===== config.mk =====
export PLATFORM = sky130hd
export DESIGN_NAME = doce_tx_arbiter
export DESIGN_NICKNAME = d
export VERILOG_FILES = /design/src/rtl/doce_tx_arbiter.sv
export SDC_FILE = /design/constraint.sdc
export NUM_CORES = 1
export LEC_CHECK = 0
export ABC_AREA = 0
export CORE_AREA = 2 2 217 219
export CTS_CLUSTER_SIZE = 14
export DETAILED_ROUTE_END_ITERATION = 16
export DIE_AREA = 0 0 219 221
export HOLD_SLACK_MARGIN = 0.03
export SYNTH_ARGS = -nofsm -noshare
export SYNTH_HDL_FRONTEND = slang
export SYNTH_SLANG_ARGS = --single-unit

===== constraint.sdc =====
create_clock -name clk -period 5.3 [get_ports clk]
set_input_delay 0.53 -clock clk [delete_from_list [all_inputs] [get_ports clk]]
set_output_delay 0.53 -clock clk [all_outputs]
set_load 0.01 [all_outputs]

===== src/rtl/doce_tx_arbiter.sv =====
// rtl/doce_tx_arbiter.sv - two-requester round-robin packet arbiter onto one registered stream.
// Optional per-requester packet counters: define DOCE_TX_ARB_PKT_CNT_EN.
module doce_tx_arbiter #(
    parameter int DATA_WIDTH = 16
) (
    input  logic                      clk,
    input  logic                      reset,
    input  logic [DATA_WIDTH*8-1:0]   s0_axis_txd_tdata,
    input  logic [DATA_WIDTH-1:0]     s0_axis_txd_tkeep,
    input  logic [16:0]               s0_axis_txd_tuser,
    input  logic                      s0_axis_txd_tlast,
    input  logic                      s0_axis_txd_tvalid,
    output logic                      s0_axis_txd_tready,
    input  logic [DATA_WIDTH*8-1:0]   s1_axis_txd_tdata,
    input  logic [DATA_WIDTH-1:0]     s1_axis_txd_tkeep,
    input  logic [16:0]               s1_axis_txd_tuser,
    input  logic                      s1_axis_txd_tlast,
    input  logic                      s1_axis_txd_tvalid,
    output logic                      s1_axis_txd_tready,
    output logic [DATA_WIDTH*8-1:0]   m_axis_txd_tdata,
    output logic [DATA_WIDTH-1:0]     m_axis_txd_tkeep,
    output logic [16:0]               m_axis_txd_tuser,
    output logic                      m_axis_txd_tlast,
    output logic                      m_axis_txd_tvalid,
    input  logic                      m_axis_txd_tready,
    output logic [1:0]                grant,
    output logic [31:0]               pkt_cnt0,
    output logic [31:0]               pkt_cnt1
);

    typedef enum logic [1:0] {
        IDLE = 2'd0,
        GNT0 = 2'd1,
        GNT1 = 2'd2
    } state_t;

    state_t                    r_state;
    state_t                    w_next_state;
    logic                      r_rr;
    logic [DATA_WIDTH*8-1:0]   r_m_tdata;
    logic [DATA_WIDTH-1:0]     r_m_tkeep;
    logic [16:0]               r_m_tuser;
    logic                      r_m_tlast;
    logic                      r_m_tvalid;
    logic                      w_slice_ready;
    logic                      w_acc0;
    logic                      w_acc1;
    logic                      w_sel1;

    assign m_axis_txd_tdata  = r_m_tdata;
    assign m_axis_txd_tkeep  = r_m_tkeep;
    assign m_axis_txd_tuser  = r_m_tuser;
    assign m_axis_txd_tlast  = r_m_tlast;
    assign m_axis_txd_tvalid = r_m_tvalid;

    // The slice can take a beat when empty or when its current beat leaves this cycle.
    assign w_slice_ready = ~r_m_tvalid | m_axis_txd_tready;
    assign w_acc0        = (r_state == GNT0) & s0_axis_txd_tvalid & w_slice_ready;
    assign w_acc1        = (r_state == GNT1) & s1_axis_txd_tvalid & w_slice_ready;
    assign w_sel1        = (r_state == GNT1);

    always_comb begin
        w_next_state       = r_state;
        s0_axis_txd_tready = 1'b0;
        s1_axis_txd_tready = 1'b0;
        grant              = 2'b00;
        case (r_state)
            IDLE: begin
                // r_rr holds the last granted index, which loses a tie.
                if (s0_axis_txd_tvalid && (!s1_axis_txd_tvalid || r_rr))
                    w_next_state = GNT0;
                else if (s1_axis_txd_tvalid)
                    w_next_state = GNT1;
            end
            GNT0: begin
                grant              = 2'b01;
                s0_axis_txd_tready = w_slice_ready;
                if (w_acc0 && s0_axis_txd_tlast)
                    w_next_state = IDLE;
            end
            GNT1: begin
                grant              = 2'b10;
                s1_axis_txd_tready = w_slice_ready;
                if (w_acc1 && s1_axis_txd_tlast)
                    w_next_state = IDLE;
            end
            default: w_next_state = IDLE;
        endcase
    end

    always_ff @(posedge clk or posedge reset) begin
        if (reset) begin
            r_state    <= IDLE;
            r_rr       <= 1'b1;
            r_m_tdata  <= '0;
            r_m_tkeep  <= '0;
            r_m_tuser  <= '0;
            r_m_tlast  <= 1'b0;
            r_m_tvalid <= 1'b0;
        end else begin
            r_state <= w_next_state;
            if (w_acc0 && s0_axis_txd_tlast)
                r_rr <= 1'b0;
            else if (w_acc1 && s1_axis_txd_tlast)
                r_rr <= 1'b1;
            if (w_acc0 || w_acc1) begin
                r_m_tdata  <= w_sel1 ? s1_axis_txd_tdata : s0_axis_txd_tdata;
                r_m_tkeep  <= w_sel1 ? s1_axis_txd_tkeep : s0_axis_txd_tkeep;
                r_m_tuser  <= w_sel1 ? s1_axis_txd_tuser : s0_axis_txd_tuser;
                r_m_tlast  <= w_sel1 ? s1_axis_txd_tlast : s0_axis_txd_tlast;
                r_m_tvalid <= 1'b1;
            end else if (m_axis_txd_tready) begin
                r_m_tvalid <= 1'b0;
            end
        end
    end

`ifdef DOCE_TX_ARB_PKT_CNT_EN
    logic [31:0] r_pkt_cnt0;
    logic [31:0] r_pkt_cnt1;

    always_ff @(posedge clk or posedge reset) begin
        if (reset) begin
            r_pkt_cnt0 <= '0;
            r_pkt_cnt1 <= '0;
        end else begin
            if (w_acc0 && s0_axis_txd_tlast)
                r_pkt_cnt0 <= r_pkt_cnt0 + 32'd1;
            if (w_acc1 && s1_axis_txd_tlast)
                r_pkt_cnt1 <= r_pkt_cnt1 + 32'd1;
        end
    end

    assign pkt_cnt0 = r_pkt_cnt0;
    assign pkt_cnt1 = r_pkt_cnt1;
`else
    assign pkt_cnt0 = '0;
    assign pkt_cnt1 = '0;
`endif

endmodule


# Word-level counts from Yosys, hierarchy flattened
# Cells that the tools add are included.
totals:
  register_bits: 166
  latch_bits: 0
  ram_bits: 0
  rom_bits: 0
  inputBits: 329
  output_inout_bits: 231
  word_cells: 44
  memories: 0
classes:
  add_sub_neg: 0
  n_mul: 0
  div_mod_pow: 0
  magnitude_cmp: 0
  n_eq_ne: 5
  shift: 0
  mux: 16
  bitwise_logic: 6
  reduce_logical: 10
op_table:
  columns: ["op", "n"]
  rows:
  - ["two-way mux 128 bit", 1]
  - ["two-way mux 17 bit", 1]
  - ["two-way mux 16 bit", 1]
  - ["two-way mux 2 bit", 4]
  - ["two-way mux 1 bit", 7]
  - ["one-hot mux 2 bit (3 select lines)", 1]
  - ["bitwise AND 1 bit", 4]
  - ["inequality test 2 x 1 -> 1 bit, second input constant", 2]
  - ["one-hot mux 2 bit (2 select lines)", 1]
  - ["nonzero test 2 bit", 2]
  - ["logical AND 1 bit", 3]
  - ["inequality test 3 bit, second input constant", 1]
  - ["AND reduction 3 bit", 1]
  - ["== test 2 x 1 -> 1 bit, second input constant", 1]
  - ["== test 2 bit, second input constant", 1]
  - ["zero test 2 bit", 1]
  - ["logical OR 1 bit", 2]
  - ["zero test 1 bit", 1]
  - ["inverter 1 bit", 1]
  - ["bitwise OR 1 bit", 1]

# Depth between registers and ports, before layout
# Gate-level depths: netlist of run 1.
logic_depth:
  ltp_word: 6
  mapped_depth: 6

# Least setup slack after synthesis of run 1
# OpenSTA, ideal clock, no wires.
synth_timing:
  kind: "in2reg"
  from: "in m_axis_txd_tready"
  to: "reg r_m_tvalid, in the netlist m_axis_txd_tvalid"
  arrival_time_ps: 1584
  required_time_ps: 5173
  path_slack_ps: 3588
  cell_stages: 6
  n_path_buf: 3
  path_cell_list: "nor2b_1 > a21oi_1 > buf_2 > buf_4 > buf_6 > or2_2"
synth_between:
  elab_chain_len: 4
  elab_cells_between_ends: 6
synth_lines:
  columns: ["item", "line_no", "source"]
  rows:
  - ["from (decl)", "25", "input logic m_axis_txd_tready,"]
  - ["bitwise OR 1 bit", "57", "assign w_slice_ready = ~r_m_tvalid | m_axis_txd_tready;"]
  - ["bitwise AND 1 bit, on equally long branches", "58, 59", null]
  - ["logical OR 1 bit", "106", "if (w_acc0 || w_acc1) begin"]
  - ["two-way mux 1 bit / nonzero test 2 bit (equally long branches)", null, null]
  - ["to (signal assigned)", "99", "r_m_tvalid <= 1'b0;"]
  - ["to (signal assigned)", "111", "r_m_tvalid <= 1'b1;"]
  - ["to (signal assigned)", "113", "r_m_tvalid <= 1'b0;"]
  - ["to (decl)", "44", "logic r_m_tvalid;"]
# Several ways; a longest one is shown, not always the timed one.
# A chain may end at the register's enable or synchronous reset.

# Worst setup path after layout of run 1
layout_timing:
  from: "reg r_state[0]"
  to: "out grant[1]"
layout_between:
  elab_chain_len: 2
  elab_cells_between_ends: 3
layout_lines:
  columns: ["item", "line_no", "source"]
  rows:
  - ["from (decl)", "37", "state_t r_state;"]
  - ["from (signal assigned)", "101", "r_state <= w_next_state;"]
  - ["== test 2 bit / == test 2 x 1 -> 1 bit (equally long branches)", "67", "case (r_state)"]
  - ["one-hot mux 2 bit (2 select lines) (*)", "67", null]
  - ["to (decl)", "26", "output logic [1:0] grant,"]
# Mark *: on every way between the ends. The rest lies on a longest branch, timed or not.

==> results.json, run 1 <==
{
  "antenna_found_initial": 0,
  "num_vias": 6522,
  "pin_count": 560,
  "syn_to_final_growth_pct": 65.6,
  "synthFlopType": "dfrtp_1",
  "postCtsResizedCells": 0,
  "cts.sinks": 166,
  "status": "finished, final reports clean",
  "fmax_ghz": 0.335,
  "fin_skew_ns": 0.0190,
  "reg2regPathDepth": 5,
  "power_switching_share": 0.316,
  "clock_power_share": 0.164,
  "netlist.area_leader.share": 0.461,
  "critPathLaunchType": "flip-flop",
  "synth_async_sr_flop_share": 1.00,
  "wl_per_cell_um": 15.8,
  "critPathCaptureType": "output port",
  "synthTopCellsByCount": "mux2_2, dfrtp_1, mux2_4",
  "yosys.area.top_type": "dfrtp_1",
  "synth_cell_types": 23,
  "die_h_um": 221,
  "synth.cell_area_um2": 8960,
  "synth.most_common_cell": "mux2_2",
  "firstDrtPassIters": 4,
  "hold_path_depth": 1,
  "path_clk_slew_ns": 0.07,
  "r2r-end": "m_axis_txd_tkeep[12]$_DFFE_PP0P_",
  "slowest_stage": "clkdlybuf4s50_1",
  "finalHoldViolations": 0,
  "path_cells": "nand2b_2, inv_8, clkdlybuf4s50_1",
  "combinationalPowerShare": 0.538,
  "cts_tree": "built",
  "place_congestion": 0.745,
  "grt_pass1_vias": 6854,
  "synth_edf_count": 0,
  "peakVddDrop_mv": 0.436,
  "grt.total_usage": 0.110,
  "postLayoutCellArea_um2": 14800,
  "synth_seq_area_share": 0.464,
  "critPathBufInv": 2,
  "p_leak_nw": 5.93,
  "reg2reg_slack_ns": 2.74,
  "grt_max_degree": 100,
  "drc": 0,
  "io_buffers": 495,
  "postCtsHoldBufs": 0,
  "worst_pin_slew_ns": 0.829,
  "maxCapViolCount": 0,
  "setup_tns_ns": 0,
  "p_per_area_nw_per_um2": 515,
  "hold-path-endpoint": "m_axis_txd_tdata[86]$_DFFE_PP0P_",
  "wl_met1_mm": 9.64,
  "netlist_instances": 614,
  "grt_pass1_wl_mm": 39.6,
  "ant_nets": 0,
  "synth_area_leaders": "dfrtp_1, mux2_2, mux2_4",
  "highest_layer": "met4",
  "root_buffer": "clkbuf_16",
  "report.final.setup_viol": 0,
  "core_um2": 46100,
  "routed_wl_mm": 27.2,
  "cp_slowest_stage_delay_ns": 0.68,
  "fp-row-count": 79,
  "initial_core_util": 0.194,
  "r2r_start": "r_state[0]$_DFFE_PP0P_",
  "viasPerCell": 3.80,
  "fin_crit_ns": 2.98,
  "critical_path_required_ns": 4.77,
  "cts_max_level": 4,
  "clockBufferDepth": 2,
  "post_cts_buffers": 0,
  "rsz0062_at_grt": "false",
  "dieArea_um2": 48400,
  "wl_met2_mm": 13.7,
  "gr-total-overflow": 0,
  "worst-setup-path-type": "flip-flop to output port",
  "p_int_mw": 5.22,
  "worstPathMaxFanout": 99,
  "p_switching_mw": 2.42,
  "placed_area_um2": 14300,
  "worstSkewPairLatency_ns": 0.47,
  "seqPwrFrac": 0.298,
  "dp_hpwl_mm": 21.0,
  "period_share": 0.563,
  "cp_top_family": "buffers and inverters",
  "slew_headroom": 0.447,
  "hp-class": "flip-flop to flip-flop",
  "cts_inserted_buffers": 17,
  "wl_met3_mm": 3.42,
  "synth_warnings": 0,
  "n_antenna_cell": 0,
  "ys_seq_elements": 166,
  "die_w_um": 219,
  "hold_start": "m_axis_txd_tdata[86]$_DFFE_PP0P_",
  "final_nets": 1425,
  "first_iter_violations": 160,
  "cp.arrival_ns": 2.45,
  "maxSlewViolCount": 0,
  "synth.avg_cell_area_um2": 14.6,
  "drive_gt1_frac": 0.327
}
flip-flops by register name, summed over array words and instances, names as in the netlist:
register,count
m_axis_txd_tuser,17
m_axis_txd_tkeep,16
m_axis_txd_tvalid,1
r_rr,1
r_state,2
m_axis_txd_tlast,1
m_axis_txd_tdata,128
how the worst max path moves through the flow:
stage                                       from                               to  slack, ns  cells after the start
after detailed placement       m_axis_txd_tready               s0_axis_txd_tready       2.67                      4
after floorplan                            reset  m_axis_txd_tdata[0]$_DFFE_PP0P_       0.28                      1
final                     r_state[0]$_DFFE_PP0P_                         grant[1]       2.32                      3
after global placement         m_axis_txd_tready               s0_axis_txd_tready       2.71                      4
after CTS                 r_state[0]$_DFFE_PP0P_                         grant[1]       2.21                      3
after global routing      r_state[0]$_DFFE_PP0P_                         grant[1]       2.17                      3
per-layer routing:
| metal | GRT usage | vias to the layer above |
|---|---|---|
| li1 | - | 3028 |
| met1 | 0.108 | 3133 |
| met2 | 0.195 | 341 |
| met3 | 0.0570 | 20 |
| met4 | 0.0395 | 0 |
| met5 | 0 | - |
cell families after synthesis:
group,synth area share
AND/OR/NAND/NOR,0.0108
flip-flops,0.464
other,0.000419
multiplexers,0.436
buffers and inverters,0.0848
AO/OA/AOI/OAI,0.00405
per-stage QoR:
stage,setup WS [ns],utilization,instances,hold slack (ns),total power [mW]
floorplan,0.282,-,677,0.467,4.57
global placement,2.71,0.310,1684,0.486,6.44
detailed placement,2.67,0.310,1684,0.494,6.48
CTS,2.21,0.322,1716,0.508,7.81
global route,2.17,0.322,1716,0.521,8.12
finish,2.32,0.322,1716,0.504,7.64
layout by cell type, fill, tap and decap left out, types with 2 or more instances in the layout:
cell,count
nand3b_1,4
conb_1,64
a21oi_1,2
buf_12,4
inv_6,2
mux2_2,255
clkinv_4,3
clkinvlp_4,2
dfrtp_1,165
clkbuf_1,3
bufinv_16,2
nand2_1,3
nor2b_1,3
clkdlybuf4s50_1,495
mux2_4,69
clkinv_2,3
clkbuf_16,17
power groups by stage:
stage | Sequential (mW) | Combinational, mW | Clock (mW)
after detailed placement | 2.30 | 4.18 | 0
after global routing | 2.37 | 4.38 | 1.37
after floorplan | 2.57 | 1.99 | 0
after global placement | 2.28 | 4.16 | 0
final | 2.28 | 4.11 | 1.25
after CTS | 2.29 | 4.19 | 1.33
layout make-up:
| class | count | area [um2] |
|---|---|---|
| Fill cell | 4645 | 31200 |
| Timing Repair Buffer | 499 | 5030 |
| Multi-Input combinational cell | 410 | 4290 |
| Sequential cell | 166 | 4160 |
| Tap cell | 607 | 759 |
| Clock buffer | 21 | 450 |
| Clock inverter | 11 | 125 |
| Inverter | 2 | 20.0 |
No activity file was read; power rests on OpenSTA's default activity.
==> inputs of run 2 (changes only) <==
clock period = 2.6 ns   (was 5.3 ns; I/O delays follow)
==> run 2 against run 1 <==
Net effect:
- die area unchanged
- routed wire length up 4.5%
- design area up 1.4%
- total power up 110%
==> results.json, run 2 (synthesis results as in run 1) <==
{
  "p_leak_nw": 6.06,
  "power_switching_share": 0.315,
  "syn_to_final_growth_pct": 68.0,
  "grt_pass1_wl_mm": 41.3,
  "final_nets": 1448,
  "cts_inserted_buffers": 17,
  "core_um2": 46100,
  "postCtsHoldBufs": 0,
  "routed_wl_mm": 28.4,
  "worst-setup-path-type": "flip-flop to output port",
  "post_cts_buffers": 0,
  "fp-row-count": 79,
  "mostFrequentLayoutCell": "clkdlybuf4s50_1",
  "cts_max_level": 4,
  "status": "finished, final reports clean",
  "fin_skew_ns": 0.00987,
  "combinationalPowerShare": 0.549,
  "worstSkewPairLatency_ns": 0.46,
  "place_congestion": 0.761,
  "io_buffers": 495,
  "ant_nets": 0,
  "die_h_um": 221,
  "viasPerCell": 3.78,
  "critical_path_required_ns": 2.34,
  "setup_tns_ns": 0,
  "root_buffer": "clkbuf_16",
  "dp_hpwl_mm": 23.0,
  "dieArea_um2": 48400,
  "pin_count": 560,
  "drc": 0,
  "gr-total-overflow": 0,
  "initial_core_util": 0.194,
  "p_per_area_nw_per_um2": 1050,
  "fin_crit_ns": 2.42,
  "rsz0062_at_grt": "false",
  "fmax_ghz": 0.413,
  "antenna_found_initial": 4,
  "maxSlewViolCount": 0,
  "critPathCaptureType": "output port",
  "fillerInstances": 4656,
  "cts.sinks": 166,
  "cts_tree": "built",
  "largest_register_ffs": 128,
  "cp.arrival_ns": 2.16,
  "grt.total_usage": 0.115,
  "seqPwrFrac": 0.297,
  "power_mw": 15.8,
  "first_iter_violations": 180,
  "worstPathMaxFanout": 31,
  "drive_gt1_frac": 0.340,
  "period_share": 0.931,
  "p_int_mw": 10.8,
  "hp-class": "input port to asynchronous set/reset pin",
  "postCtsResizedCells": 0,
  "finalHoldViolations": 0,
  "path_clk_slew_ns": 0.06,
  "slew_headroom": 0.593,
  "p_switching_mw": 4.98,
  "wl_per_cell_um": 16.3,
  "clockBufferDepth": 2,
  "hold_ws_ns": 0.142,
  "peakVddDrop_mv": 0.406,
  "firstDrtPassIters": 4,
  "critPathLaunchType": "flip-flop",
  "report.final.setup_viol": 0,
  "n_antenna_cell": 0,
  "num_vias": 6575,
  "worst_pin_slew_ns": 0.609,
  "final_cell_mix": "clkdlybuf4s50_1, mux2_2, dfrtp_1",
  "clock_power_share": 0.154,
  "grt_pass1_vias": 7131,
  "grt_max_degree": 69,
  "maxCapViolCount": 0,
  "die_w_um": 219
}
run 2: cell count changes in the layout (fill, tap and decap cells not counted), sizes merged:
cell | before | now
bufinv | 2 | 1
clkinvlp | 2 | 3
clkbuf | 21 | 24
clkinv | 6 | 5
buf | 4 | 27
inv | 3 | 1
run 2: power by group through the flow:
stage,logic (mW),clock network [mW],registers [mW]
after floorplan,4.06,0,5.25
after global placement,8.75,0,4.69
after detailed placement,8.83,0,4.73
after CTS,8.85,2.58,4.72
after global routing,9.21,2.67,4.87
final,8.66,2.44,4.69
run 2: area by class of cell:
type                    instances  area [um2]  share of cell area
clock inverters                 8        73.8             0.00490
well taps                     607         759              0.0505
clock buffers                  24         482              0.0320
inverters                       2        18.8             0.00125
multi-input cells             410        4290               0.285
repair buffers                522        5270               0.350
flip-flops and latches        166        4160               0.276
run 2: critical path: stages, from the launching register on:
cell	delay, ns
dfrtp_1	0.45
nand2b_2	0.27
inv_8	0.12
buf_12	0.22
clkdlybuf4s50_1	0.59
run 2: worst paths after layout:
path / from / end / slack [ns] / cells after the start
worst min-delay path: reset / m_axis_txd_tdata[89]$_DFFE_PP0P_ / 0.14 / 2
max in group asynchronous: reset / m_axis_txd_tdata[5]$_DFFE_PP0P_ / 1.74 / 3
worst max-delay path: r_state[0]$_DFFE_PP0P_ / grant[1] / 0.18 / 4
worst min register to register: m_axis_txd_tdata[73]$_DFFE_PP0P_ / m_axis_txd_tdata[73]$_DFFE_PP0P_ / 0.50 / 1
min in group clk: s1_axis_txd_tlast / r_rr$_DFFE_PP1P_ / 0.50 / 4
worst max register to register: r_state[0]$_DFFE_PP0P_ / m_axis_txd_tdata[36]$_DFFE_PP0P_ / 0.53 / 6
run 2: through the flow:
step | area, um2 | util | worst slack, ns | instances
3_5_place_dp | 14500 | 0.315 | 0.417 | 1707
2_1_floorplan | 9200 | - | 0.228 | 677
6_report | 15100 | 0.327 | 0.181 | 1739
4_1_cts | 15100 | 0.327 | 0.0902 | 1739
3_3_place_gp | 14500 | 0.315 | 0.448 | 1707
5_1_grt | 15100 | 0.327 | 0.0869 | 1739
run 2: metal layers:
metal / GRT usage / wire length, um
met1: 0.115 / 10400
met2: 0.208 / 14400
met4: 0.0340 / 378
met3: 0.0551 / 3140
met5: 0 / 13
==> inputs of run 3 (changes only) <==
ABC_AREA = default   (was 0)
GPL_TIMING_DRIVEN = 0   (was default)
==> run 3 against run 2 <==
Net effect:
- worst hold slack better by 0.11 ns
- setup slack worse by 0.043 ns
- sequential power down 0.9%
- critical path depth up 1
- clock skew up 0.0045 ns
- critical endpoint unchanged
==> results.json, run 3 (synthesis results as in run 1) <==
{
  "wl_per_cell_um": 17.1,
  "drive_gt1_frac": 0.384,
  "cts_tree": "built",
  "firstDrtPassIters": 4,
  "utilization": 0.340,
  "p_per_area_nw_per_um2": 1040,
  "num_vias": 6808,
  "highest_layer": "met5",
  "status": "finished, final reports clean",
  "slew_headroom": 0.547,
  "pin_count": 560,
  "maxCapViolCount": 0,
  "r2r-end": "m_axis_txd_tdata[123]$_DFFE_PP0P_",
  "wl_met3_mm": 3.29,
  "grt.total_usage": 0.128,
  "place_congestion": 0.754,
  "power_mw": 16.4,
  "final_nets": 1525,
  "syn_to_final_growth_pct": 74.8,
  "core_um2": 46100,
  "peakVddDrop_mv": 0.537,
  "die_h_um": 221,
  "path_clk_slew_ns": 0.07,
  "wl_met2_mm": 16.3,
  "worst_pin_slew_ns": 0.678,
  "postCtsHoldBufs": 0,
  "viasPerCell": 3.75,
  "p_leak_nw": 6.50,
  "mostFrequentLayoutCell": "clkdlybuf4s50_1",
  "cts_max_level": 4,
  "die_w_um": 219,
  "fillerInstances": 4590,
  "reg2reg_slack_ns": 0.37,
  "reg2regPathDepth": 6,
  "routed_wl_mm": 31.1,
  "critical_path_required_ns": 2.34,
  "largest_register_ffs": 128,
  "grt_pass1_vias": 7397,
  "fin_crit_ns": 2.46,
  "worstPathMaxFanout": 10,
  "wl_met1_mm": 11.1,
  "finalHoldViolations": 0,
  "report.final.setup_viol": 0,
  "cts_inserted_buffers": 17,
  "dieArea_um2": 48400,
  "final_cell_mix": "clkdlybuf4s50_1, mux2_2, dfrtp_1",
  "crit_end": "grant[1]",
  "period_share": 0.947,
  "hp-class": "input port to asynchronous set/reset pin",
  "fp-row-count": 79,
  "fmax_ghz": 0.406,
  "io_buffers": 495,
  "worstSetupStartpoint": "r_state[0]$_DFFE_PP0P_",
  "drc": 0,
  "gr-total-overflow": 0,
  "critPathLaunchType": "flip-flop",
  "grt_max_degree": 40,
  "multi_input_area_um2": 4280,
  "clockBufferDepth": 2,
  "cp.arrival_ns": 2.20,
  "initial_core_util": 0.194,
  "dp_hpwl_mm": 25.3,
  "worstSkewPairLatency_ns": 0.47,
  "fin_skew_ns": 0.0144,
  "hold_ws_ns": 0.247,
  "worst-setup-path-type": "flip-flop to output port",
  "grt_pass1_wl_mm": 45.2,
  "cts.sinks": 166,
  "ant_nets": 0,
  "antenna_found_initial": 5,
  "first_iter_violations": 162,
  "root_buffer": "clkbuf_16",
  "maxSlewViolCount": 0,
  "rsz0062_at_grt": "false",
  "regArea_um2": 4160,
  "critPathCaptureType": "output port",
  "r2r_start": "r_state[0]$_DFFE_PP0P_"
}
==> run 3: power breakdown <==
group / internal (mW) / total [mW] / switching (mW)
Clock: 1.68 / 2.80 / 1.11
Sequential: 3.95 / 4.65 / 0.700
Combinational: 5.53 / 8.91 / 3.38
Total: 11.2 / 16.4 / 5.20
==> run 3: layer usage <==
| metal | track usage | vias to the layer above |
|---|---|---|
| met4 | 0.0408 | 2 |
| li1 | - | 3224 |
| met2 | 0.236 | 349 |
| met3 | 0.0559 | 26 |
| met5 | 0 | - |
| met1 | 0.128 | 3207 |
==> run 3: worst min path at each step <==
| stage | startpoint | end | slack, ns |
|---|---|---|---|
| CTS | reset | m_axis_txd_tkeep[12]$_DFFE_PP0P_ | 0.22 |
| detailed placement | m_axis_txd_tdata[57]$_DFFE_PP0P_ | m_axis_txd_tdata[57]$_DFFE_PP0P_ | 0.49 |
| floorplan | s0_axis_txd_tvalid | r_state[0]$_DFFE_PP0P_ | 0.42 |
| global route | reset | m_axis_txd_tkeep[11]$_DFFE_PP0P_ | 0.26 |
| finish | reset | m_axis_txd_tdata[88]$_DFFE_PP0P_ | 0.25 |
| global placement | m_axis_txd_tuser[3]$_DFFE_PP0P_ | m_axis_txd_tuser[3]$_DFFE_PP0P_ | 0.49 |
==> run 3: worst max-delay path, cell delays in order, from the launching register on <==
cell             delay, ns
dfrtp_1               0.44
nand2b_2              0.27
inv_8                 0.09
buf_12                0.16
buf_6                 0.20
clkdlybuf4s50_1       0.56
==> run 3: layout make-up <==
type	instances	share of cell area
clock buffers	21	0.0300
well taps	607	0.0485
clock inverters	11	0.0110
plain buffers	99	0.0486
repair buffers	500	0.322
diodes	1	0.000160
flip-flops and latches	166	0.265
multi-input cells	410	0.273
inverters	2	0.00120
==> run 3: timing repair <==
| item | in CTS | in global routing |
|---|---|---|
| endpoints found under the setup margin | 1 | 0 |
| setup buffers | 1 | 0 |
| resized for setup | 5 | 0 |
| hold endpoints to repair | 0 | 0 |
==> run 3: through the flow <==
| stage | worst slack, ns | setup TNS (ns) | instances | cell area, um2 |
|---|---|---|---|---|
| 2_1_floorplan | 0.228 | 0 | 677 | 9200 |
| 3_3_place_gp | -1.43 | -230.97 | 1779 | 14900 |
| 3_5_place_dp | 0.0597 | 0 | 1783 | 15000 |
| 4_1_cts | 0.0429 | 0 | 1816 | 15700 |
| 5_1_grt | 0.0134 | 0 | 1816 | 15700 |
| 6_report | 0.138 | 0 | 1817 | 15700 |
